<file path="src/rtl/md_pkg.sv">
// md_pkg: shared types for the EXE-stage multiply/divide sequencer.
package md_pkg;

    localparam int DIV_ITERS = 32;

    typedef enum logic [2:0] {
        MD_MULT  = 3'd0,
        MD_MULTU = 3'd1,
        MD_DIV   = 3'd2,
        MD_DIVU  = 3'd3,
        MD_MADD  = 3'd4,
        MD_MADDU = 3'd5,
        MD_MSUB  = 3'd6,
        MD_MSUBU = 3'd7
    } md_op_t;

    typedef enum logic [1:0] {
        MD_EXT_NONE = 2'd0,
        MD_EXT_ADD  = 2'd1,
        MD_EXT_SUB  = 2'd2
    } md_ext_t;

    typedef enum logic [1:0] {
        ST_IDLE = 2'd0,
        ST_MUL  = 2'd1,
        ST_DIV  = 2'd2,
        ST_DONE = 2'd3
    } md_state_t;

    // Result bundle committed to HILO on md_finish
    typedef struct packed {
        logic [31:0] hi;
        logic [31:0] lo;
        md_ext_t     ext;
    } md_res_t;

    // Signed ops sign-extend multiply operands and take magnitudes for divide
    function automatic logic op_signed(input md_op_t op);
        return (op == MD_MULT) || (op == MD_DIV) || (op == MD_MADD) || (op == MD_MSUB);
    endfunction

    function automatic md_ext_t op_ext(input md_op_t op);
        case (op)
            MD_MADD, MD_MADDU: return MD_EXT_ADD;
            MD_MSUB, MD_MSUBU: return MD_EXT_SUB;
            default:           return MD_EXT_NONE;
        endcase
    endfunction

endpackage

</file>
<file path="src/rtl/md_div_iter.sv">
// md_div_iter: restoring divider datapath, one quotient bit per step.
// {remainder, quotient} share one 64-bit shift register; the quotient
// bits shift in from the bottom as the dividend bits shift out the top.
module md_div_iter
    import md_pkg::*;
(
    input  logic        clk,
    input  logic        resetn,
    input  logic        load,
    input  logic        step,
    input  logic [31:0] dividend,
    input  logic [31:0] divisor,
    output logic [31:0] rem_nxt,
    output logic [31:0] quo_nxt
);

    logic [63:0] acc_q, acc_d, step_val;
    logic [31:0] dvs_q, dvs_d;
    logic [32:0] trial;

    // One restoring step: trial-subtract divisor from {rem, next dividend bit}
    always_comb begin
        trial = acc_q[63:31] - {1'b0, dvs_q};
        if (!trial[32]) step_val = {trial[31:0], acc_q[30:0], 1'b1};
        else            step_val = {acc_q[62:0], 1'b0};
        acc_d = acc_q;
        dvs_d = dvs_q;
        if (load) begin
            acc_d = {32'd0, dividend};
            dvs_d = divisor;
        end else if (step) begin
            acc_d = step_val;
        end
        rem_nxt = step_val[63:32];
        quo_nxt = step_val[31:0];
    end

    // Shift register and divisor hold
    always_ff @(posedge clk or negedge resetn) begin
        if (!resetn) begin
            acc_q <= '0;
            dvs_q <= '0;
        end else begin
            acc_q <= acc_d;
            dvs_q <= dvs_d;
        end
    end

endmodule

</file>
<file path="src/rtl/exe_muldiv_ctrl.sv">
// exe_muldiv_ctrl: EXE-stage mul/div sequencer. Stalls the pipe while a
// multiply (MUL_LAT cycles) or divide (32 steps) runs, then pulses
// md_finish once and parks in DONE until the EXE register advances.
// Optional build macro: DIV_EARLY_OUT_EN (skip iterations for trivial divides).
module exe_muldiv_ctrl
    import md_pkg::*;
#(
    parameter int MUL_LAT = 2
) (
    input  logic        clk,
    input  logic        resetn,
    input  logic        req_valid,
    input  md_op_t      req_op,
    input  logic [31:0] src_a,
    input  logic [31:0] src_b,
    input  logic        flush,
    input  logic        pipe_adv,
    output logic        md_stall,
    output logic        md_finish,
    output logic [31:0] md_hi,
    output logic [31:0] md_lo,
    output md_ext_t     md_extend
);

    md_state_t   state_q, state_d;
    md_op_t      op_q, op_d;
    logic [31:0] a_q, a_d, b_q, b_d;
    logic [4:0]  cnt_q, cnt_d;
    md_res_t     res_q, res_d;
    logic        first_q, first_d;

    logic        accept, in_div, early_out;
    logic [31:0] mag_a, mag_b;
    logic [63:0] mul_a, mul_b, prod;
    logic        div_load, div_step, neg_q, neg_r;
    logic [31:0] div_rem, div_quo;

    md_div_iter u_div (
        .clk      (clk),
        .resetn   (resetn),
        .load     (div_load),
        .step     (div_step),
        .dividend (mag_a),
        .divisor  (mag_b),
        .rem_nxt  (div_rem),
        .quo_nxt  (div_quo)
    );

    // Request decode, divide magnitudes and multiply/sign-fixup terms
    always_comb begin
        accept = (state_q == ST_IDLE) && req_valid && !flush;
        in_div = (req_op == MD_DIV) || (req_op == MD_DIVU);
        mag_a  = (req_op == MD_DIV && src_a[31]) ? -src_a : src_a;
        mag_b  = (req_op == MD_DIV && src_b[31]) ? -src_b : src_b;
`ifdef DIV_EARLY_OUT_EN
        early_out = in_div && ((src_b == 32'd0) || (mag_a < mag_b));
`else
        early_out = 1'b0;
`endif
        mul_a = op_signed(op_q) ? {{32{a_q[31]}}, a_q} : {32'd0, a_q};
        mul_b = op_signed(op_q) ? {{32{b_q[31]}}, b_q} : {32'd0, b_q};
        prod  = mul_a * mul_b;
        neg_q = (op_q == MD_DIV) && (a_q[31] ^ b_q[31]);
        neg_r = (op_q == MD_DIV) && a_q[31];
    end

    // FSM state register
    always_ff @(posedge clk or negedge resetn) begin
        if (!resetn) state_q <= ST_IDLE;
        else         state_q <= state_d;
    end

    // FSM next state; flush wins from every state
    always_comb begin
        state_d = state_q;
        case (state_q)
            ST_IDLE: if (accept) state_d = early_out ? ST_DONE : (in_div ? ST_DIV : ST_MUL);
            ST_MUL:  if (cnt_q == 5'd0) state_d = ST_DONE;
            ST_DIV:  if (cnt_q == 5'd0) state_d = ST_DONE;
            ST_DONE: if (pipe_adv) state_d = ST_IDLE;
            default: state_d = ST_IDLE;
        endcase
        if (flush) state_d = ST_IDLE;
    end

    // FSM outputs and datapath control: operand latch, counter, result capture
    always_comb begin
        md_stall  = accept || (state_q == ST_MUL) || (state_q == ST_DIV);
        md_finish = (state_q == ST_DONE) && first_q && !flush;
        first_d   = (state_d == ST_DONE) && (state_q != ST_DONE);
        op_d      = op_q;
        a_d       = a_q;
        b_d       = b_q;
        cnt_d     = cnt_q;
        res_d     = res_q;
        div_load  = 1'b0;
        div_step  = 1'b0;
        case (state_q)
            ST_IDLE: if (accept) begin
                op_d     = req_op;
                a_d      = src_a;
                b_d      = src_b;
                div_load = in_div;
                cnt_d    = in_div ? 5'(DIV_ITERS - 1) : 5'(MUL_LAT - 1);
`ifdef DIV_EARLY_OUT_EN
                if (early_out) begin
                    // Zero divisor mirrors the full restoring result after fixup
                    res_d.hi  = src_a;
                    res_d.lo  = (src_b != 32'd0) ? 32'd0 :
                                ((req_op == MD_DIV && src_a[31]) ? 32'd1 : 32'hFFFF_FFFF);
                    res_d.ext = MD_EXT_NONE;
                end
`endif
            end
            ST_MUL: begin
                if (cnt_q != 5'd0) cnt_d = cnt_q - 5'd1;
                else if (!flush) begin
                    res_d.hi  = prod[63:32];
                    res_d.lo  = prod[31:0];
                    res_d.ext = op_ext(op_q);
                end
            end
            ST_DIV: begin
                div_step = 1'b1;
                if (cnt_q != 5'd0) cnt_d = cnt_q - 5'd1;
                else if (!flush) begin
                    res_d.hi  = neg_r ? -div_rem : div_rem;
                    res_d.lo  = neg_q ? -div_quo : div_quo;
                    res_d.ext = MD_EXT_NONE;
                end
            end
            default: ;
        endcase
    end

    // Datapath registers
    always_ff @(posedge clk or negedge resetn) begin
        if (!resetn) begin
            op_q    <= MD_MULT;
            a_q     <= '0;
            b_q     <= '0;
            cnt_q   <= '0;
            res_q   <= '0;
            first_q <= 1'b0;
        end else begin
            op_q    <= op_d;
            a_q     <= a_d;
            b_q     <= b_d;
            cnt_q   <= cnt_d;
            res_q   <= res_d;
            first_q <= first_d;
        end
    end

    assign md_hi     = res_q.hi;
    assign md_lo     = res_q.lo;
    assign md_extend = res_q.ext;

endmodule

</file>
<file path="config.mk">
export PLATFORM = sky130hd
export DESIGN_NAME = exe_muldiv_ctrl
export DESIGN_NICKNAME = d
export VERILOG_FILES = /design/src/rtl/md_pkg.sv /design/src/rtl/md_div_iter.sv /design/src/rtl/exe_muldiv_ctrl.sv
export SDC_FILE = /design/constraint.sdc
export NUM_CORES = 2
export LEC_CHECK = 0
export BUFFER_PORTS_ARGS = -buffer_cell sky130_fd_sc_hd__buf_2
export CAP_MARGIN = 10
export CORE_MARGIN = 10
export CORE_UTILIZATION = 58
export CTS_BUF_LIST = sky130_fd_sc_hd__clkbuf_4
export DETAILED_ROUTE_END_ITERATION = 6
export PLACE_DENSITY = 0.79
export SLEW_MARGIN = 15
export SYNTH_ARGS = -nofsm -noshare
export SYNTH_HDL_FRONTEND = slang
export SYNTH_SLANG_ARGS = --single-unit
export TNS_END_PERCENT = 10
</file>
<file path="constraint.sdc">
create_clock -name clk -period 22.6 [get_ports clk]
set_input_delay 1.13 -clock clk [delete_from_list [all_inputs] [get_ports clk]]
set_output_delay 1.13 -clock clk [all_outputs]
set_load 0.02 [all_outputs]
</file>
# Word level (Yosys, flattened, before mapping)
# Cells that the tools add are included.
# op_classes
add_sub_neg	6
mul	1
n_div	0
n_lt_le_gt_ge	0
eq_ne	18
shifts	0
mux	28
bitwise_logic	1
reduce_logical	29
# op_table
op	n
64-bit two-way mux	5
66-bit two-way mux	4
66-bit case mux with 2 select lines	1
32-bit two-way mux	4
32-bit negation	4
64-bit by 64-bit multiplier with 64-bit output	1
33-bit by 32-bit subtractor with 33-bit output	1
5-bit two-way mux	3
3-bit equality test, second input constant	4
2-bit != test, second input constant	6
2-bit two-way mux	5
5-bit case mux with 2 select lines	1
3-bit by 2-bit equality test with 1-bit output, second input constant	3
1-bit logical AND	9
2-bit equality test, second input constant	3
1-bit logical OR	6
2-bit case mux with 3 select lines	1
2-bit nonzero test	3
2-bit OR reduction	3
5-bit logical NOT	1
5-bit AND reduction	1
5-bit nonzero test	1
5-bit by 1-bit subtractor with 5-bit output, second input constant	1
2-bit case mux with 2 select lines	1
other kinds (9)	11
# word_totals
register_bits	237
latch_bits	0
ram_bits	0
romBits	0
output_inout_bits	68
elab_cells	94
memories	0

# Depth between registers and ports, before layout
# logic_depth
depth_word	9
ltp_mapped	37
mapped_depth_nobuf	34

# Cells and area by module
# From an unflattened synthesis, not the netlist that was laid out.
# hier_totals
cells_unflattened	6954
area_unflattened_um2	63031.7
# modules_own_cells
mod	n_inst	cells_per_inst	area_each_um2	seq_area_each_um2
exe_muldiv_ctrl	1	6155	56314.0	3528.4
md_div_iter	1	799	6717.7	2402.3

# Least setup slack after synthesis
# OpenSTA, ideal clock, no wires.
# synth_timing
path_type	register to register
from	register a_q[31]
to	register res_q (netlist bit md_hi[29])
setup_ns	0.104
arrival_time_ns	9.121
slack_ns	13.375
path_stages_with_launch	31
path_cell_list	dfrtp_1 -> clkbuf_1 -> nor2b_1 -> clkbuf_1 -> clkbuf_1 -> nand2_1 -> fa_1 -> inv_1 -> fa_1 -> fa_1 -> inv_1 -> fa_1 -> inv_1 -> fa_1 -> fa_1 -> fa_1 -> fa_1 -> fa_1 -> inv_1 -> fa_1 -> inv_1 -> ha_1 -> clkbuf_1 -> and3_1 -> nand2_1 -> nor3b_1 -> nand4_1 -> o221ai_1 -> a21oi_1 -> xor2_1 -> a221oi_1
# synth_between
elab_chain_cells	5
elab_cells_between_ends	9
cone_classes	mul: 1; mux: 7; reduce/logical: 1
# synth_rtl
item	line_no	text
start: declaration	exe_muldiv_ctrl.sv:27	logic [31:0] a_q, a_d, b_q, b_d;
start signal: assignment	exe_muldiv_ctrl.sv:140	a_q <= '0;
start signal: assignment	exe_muldiv_ctrl.sv:147	a_q <= a_d;
64-bit two-way mux / 1-bit logical AND (equally long branches)	exe_muldiv_ctrl.sv:60, exe_muldiv_ctrl.sv:64	
64-bit by 64-bit multiplier with 64-bit output / 32-bit two-way mux (equally long branches)	exe_muldiv_ctrl.sv:62, exe_muldiv_ctrl.sv:127	
66-bit two-way mux (on tied branches)	exe_muldiv_ctrl.sv:117, exe_muldiv_ctrl.sv:126	
66-bit two-way mux (on tied branches)	exe_muldiv_ctrl.sv:116, exe_muldiv_ctrl.sv:125	
66-bit case mux with 2 select lines (*)	exe_muldiv_ctrl.sv:98	case (state_q)
end signal: assignment	exe_muldiv_ctrl.sv:150	res_q <= res_d;
end: declaration	exe_muldiv_ctrl.sv:29	md_res_t res_q, res_d;
# Every way passes the cells marked *; elsewhere a longest branch is shown, timed or not. The select of a mux whose other input is x is not followed.
# A chain may end at the register's enable or synchronous reset.

# Worst setup path in the final report
# layout_timing
from	register a_q[31]
to	register res_q (netlist bit md_hi[25])
# The elaborated chain is that of the path after synthesis.

==> results.ini <==
[critical_path]
timing.critical_path.required_ns=23.25
worstSetupStartpointType=register
critical-path-max-stage-delay_ns=0.97
cp_max_fo=36
worstPathArrival_ns=11.63
crit_path_end_kind=register
worst_r2r_path_depth=28
crit_path_frequent_cell=sky130_fd_sc_hd__fa_1
timing.critical_path.slowest_stage_cell=sky130_fd_sc_hd__nor2b_4
criticalPathCategory=register to register

[placed_design]
dp.final_hpwl_um=148000
buffer_ports.inserted=139
place_worst_setup_slack_ns=11.76
finalWeightedCongestion=1.00

[die]
num_io_pins=140
die_area_sq_um=121000
die_width_um=348
initial_utilization_pct=58.4
coreArea_sq_um=107000
die_h_um=348
placement_rows=120

[synthesis]
yosys.area_share.xor_xnor_pct=3.51
synth-compound-area-share_pct=7.38
ys_seq_area_share_pct=9.48
ys_seq_elements=237
synthesized_area_fraction_occupied_by_and_or_nand_nor_cells_pct=13.0
syn-instance-count=6879
mappedNetlistArea_sq_um=62500
synthesis.yosys.warnings=0
number_of_synthesized_flops_with_an_enable_pin=0
netlist-cell-type-count=84
post_synth_mux_area_share_pct=2.17
synth_top_family_by_area=adder cells
ys.flop_type=sky130_fd_sc_hd__dfrtp_1
synthAdderAreaFrac_pct=52.5
syn-mean-instance-area_sq_um=9.09
asyncSetResetFlopFracSynth_pct=100
synth.net_count=8722

[grt]
grt_antenna_before_repair=13
number_of_global_route_vias_before_repair=51600
wire_length_of_the_first_global_routing_pass_um=294000
grt_max_degree=100
overflow=0
grt_usage_pct=31.1

[cts]
clk_path_buf_depth=3
post-cts-setup-buffers=0
holdBufCountCts=0
cts_sinks=237
clk_transition_reported_paths_ns=0.08
cts_resized=0
worstSkewPairLatency_ns=0.78
cts_buffers=60
cts_root_buffer=sky130_fd_sc_hd__clkbuf_4
tritoncts_clock_tree=done
htree_levels=2

[flow_run]
drv_cap=0

[timing]
timing.max_slew.rel_slack_pct=27.9
worst_clock_skew_ns=0.0405
maxSlewViolCount=0
hold-worst-slack_ns=0.402
layout_min_cycle_time_ns=10.98
hold_viol_final=0
max_slew.worst_pin.slew_ns=1.08
part_of_the_cycle_the_worst_path_needs_pct=48.6
clock.fmax_mhz=91.1
rsz0062_at_grt=no
setup_viol=0
layout_setup_ws_ns=11.62
totalNegativeSetupSlack_ns=0

[final_layout]
most-common-layout-cells=1637 x sky130_fd_sc_hd__inv_1, 1420 x sky130_fd_sc_hd__fa_1, 971 x sky130_fd_sc_hd__nand2_1
fillers=8981
most_common_cell_after_layout_fill_and_taps_aside=sky130_fd_sc_hd__inv_1
final_layout_size_suffix_gt1_share_pct=6.54
synthToLayoutAreaGrowth_pct=4.27
finalNetCount=8663

[status]
violated_checks=DRC
status=finished, violations left

[detailed_routing]
vias=47900
viasPerCell=5.78
drt_wl_total_um=186000
drtPass1Iterations=7
post-route-drc-count=3
post_drt_wl_per_cell_um=22.5
drt_first_iter_violations=4013
drt.antenna.violating_nets=0

[worst_hold_path]
worst_hold_path_type=input pin to async pin

-- layout make-up --
| class | count | area, sq um | area share, % |
|---|---|---|---|
| antenna | 13 | 32.5 | 0.0499 |
| clock buffer | 95 | 713 | 1.09 |
| clock inverter | 10 | 71.3 | 0.109 |
| inverter | 1638 | 6150 | 9.43 |
| multi-input combinational | 4662 | 49200 | 75.5 |
| sequential | 237 | 5960 | 9.14 |
| tap | 1403 | 1760 | 2.69 |
| timing repair buffer | 221 | 1320 | 2.03 |
-- cell usage after synthesis, drive strengths merged, types with 16 or more instances --
| cell | instances | area [sq um] |
|---|---|---|
| or3 | 18 | 113 |
| nor4 | 22 | 138 |
| and2 | 363 | 2270 |
| nand2 | 972 | 3650 |
| a31oi | 31 | 194 |
| fa | 1420 | 28400 |
| inv | 1638 | 6150 |
| xnor2 | 157 | 1380 |
| xor2 | 94 | 823 |
| nand3 | 34 | 170 |
| nor2 | 206 | 788 |
| nor3 | 51 | 255 |
| nand2b | 21 | 131 |
| o21a | 16 | 120 |
| a21oi | 196 | 985 |
| ha | 351 | 4390 |
| a21o | 60 | 450 |
| dfrtp | 237 | 5930 |
| mux2 | 67 | 754 |
| mux2i | 60 | 601 |
| a211oi | 44 | 335 |
| o21ai | 229 | 1150 |
| clkbuf | 311 | 1170 |
| o31ai | 26 | 223 |
| buf | 31 | 129 |
-- worst max-delay path: cells and delay by family, from the launching register on --
family | cells | cell delay, ns
xor+xnor | 1 | 0.16
buf+inv | 4 | 0.77
simple gates | 3 | 1.36
flops | 1 | 0.33
compound gates | 9 | 2.14
fa+ha+maj | 11 | 6.09
-- cell families (layout without fill, tap and decap cells) --
group,Yosys count,in the layout
XOR/XNOR,251,251
adder cells (fa/ha/maj),1775,1775
multiplexers,127,127
other,0,13
flip-flops,237,237
AO/OA/AOI/OAI,733,733
buffers and inverters,1980,1964
AND/OR/NAND/NOR,1776,1776
-- metrics by stage --
step                instance area (sq um)  cells  util, %
global route                        65200   8272     60.9
finish                              65200   8279     60.9
floorplan                           62600   6879        -
detailed placement                  64400   8161     60.2
CTS                                 65200   8266     60.9
global placement                    64400   8161     60.2
-- routing by layer --
layer	global-route usage [%]	routed length, um
met1	40.9	71900
met2	50.3	86100
met3	6.29	19100
met4	12.5	8910
met5	0	11
-- final timing paths --
kind | start | endpoint | slack [ns]
max | a_q[31]$_DFFE_PN0P_ | md_hi[25]$_DFFE_PN0P_ | 11.62
min | resetn | u_div.dvs_q[3]$_DFFE_PN0P_ | 0.40
max reg2reg | a_q[31]$_DFFE_PN0P_ | md_hi[25]$_DFFE_PN0P_ | 11.62
min reg2reg | md_lo[11]$_DFFE_PN0P_ | md_lo[11]$_DFFE_PN0P_ | 0.47
max in group asynchronous | resetn | b_q[22]$_DFFE_PN0P_ | 20.56
min in group clk | md_lo[11]$_DFFE_PN0P_ | md_lo[11]$_DFFE_PN0P_ | 0.47
-- sequential cells by signal, summed over array words and instances, names as in the netlist --
name	cells
first_q	1
md_lo	32
cnt_q	5
md_hi	32
state_q	2
op_q	3
u_div.acc_q	64
u_div.dvs_q	32
md_extend	2
b_q	32
a_q	32
Power is not shown: default switching activity piles up to over one toggle a cycle in this logic, so the estimate is an artifact.
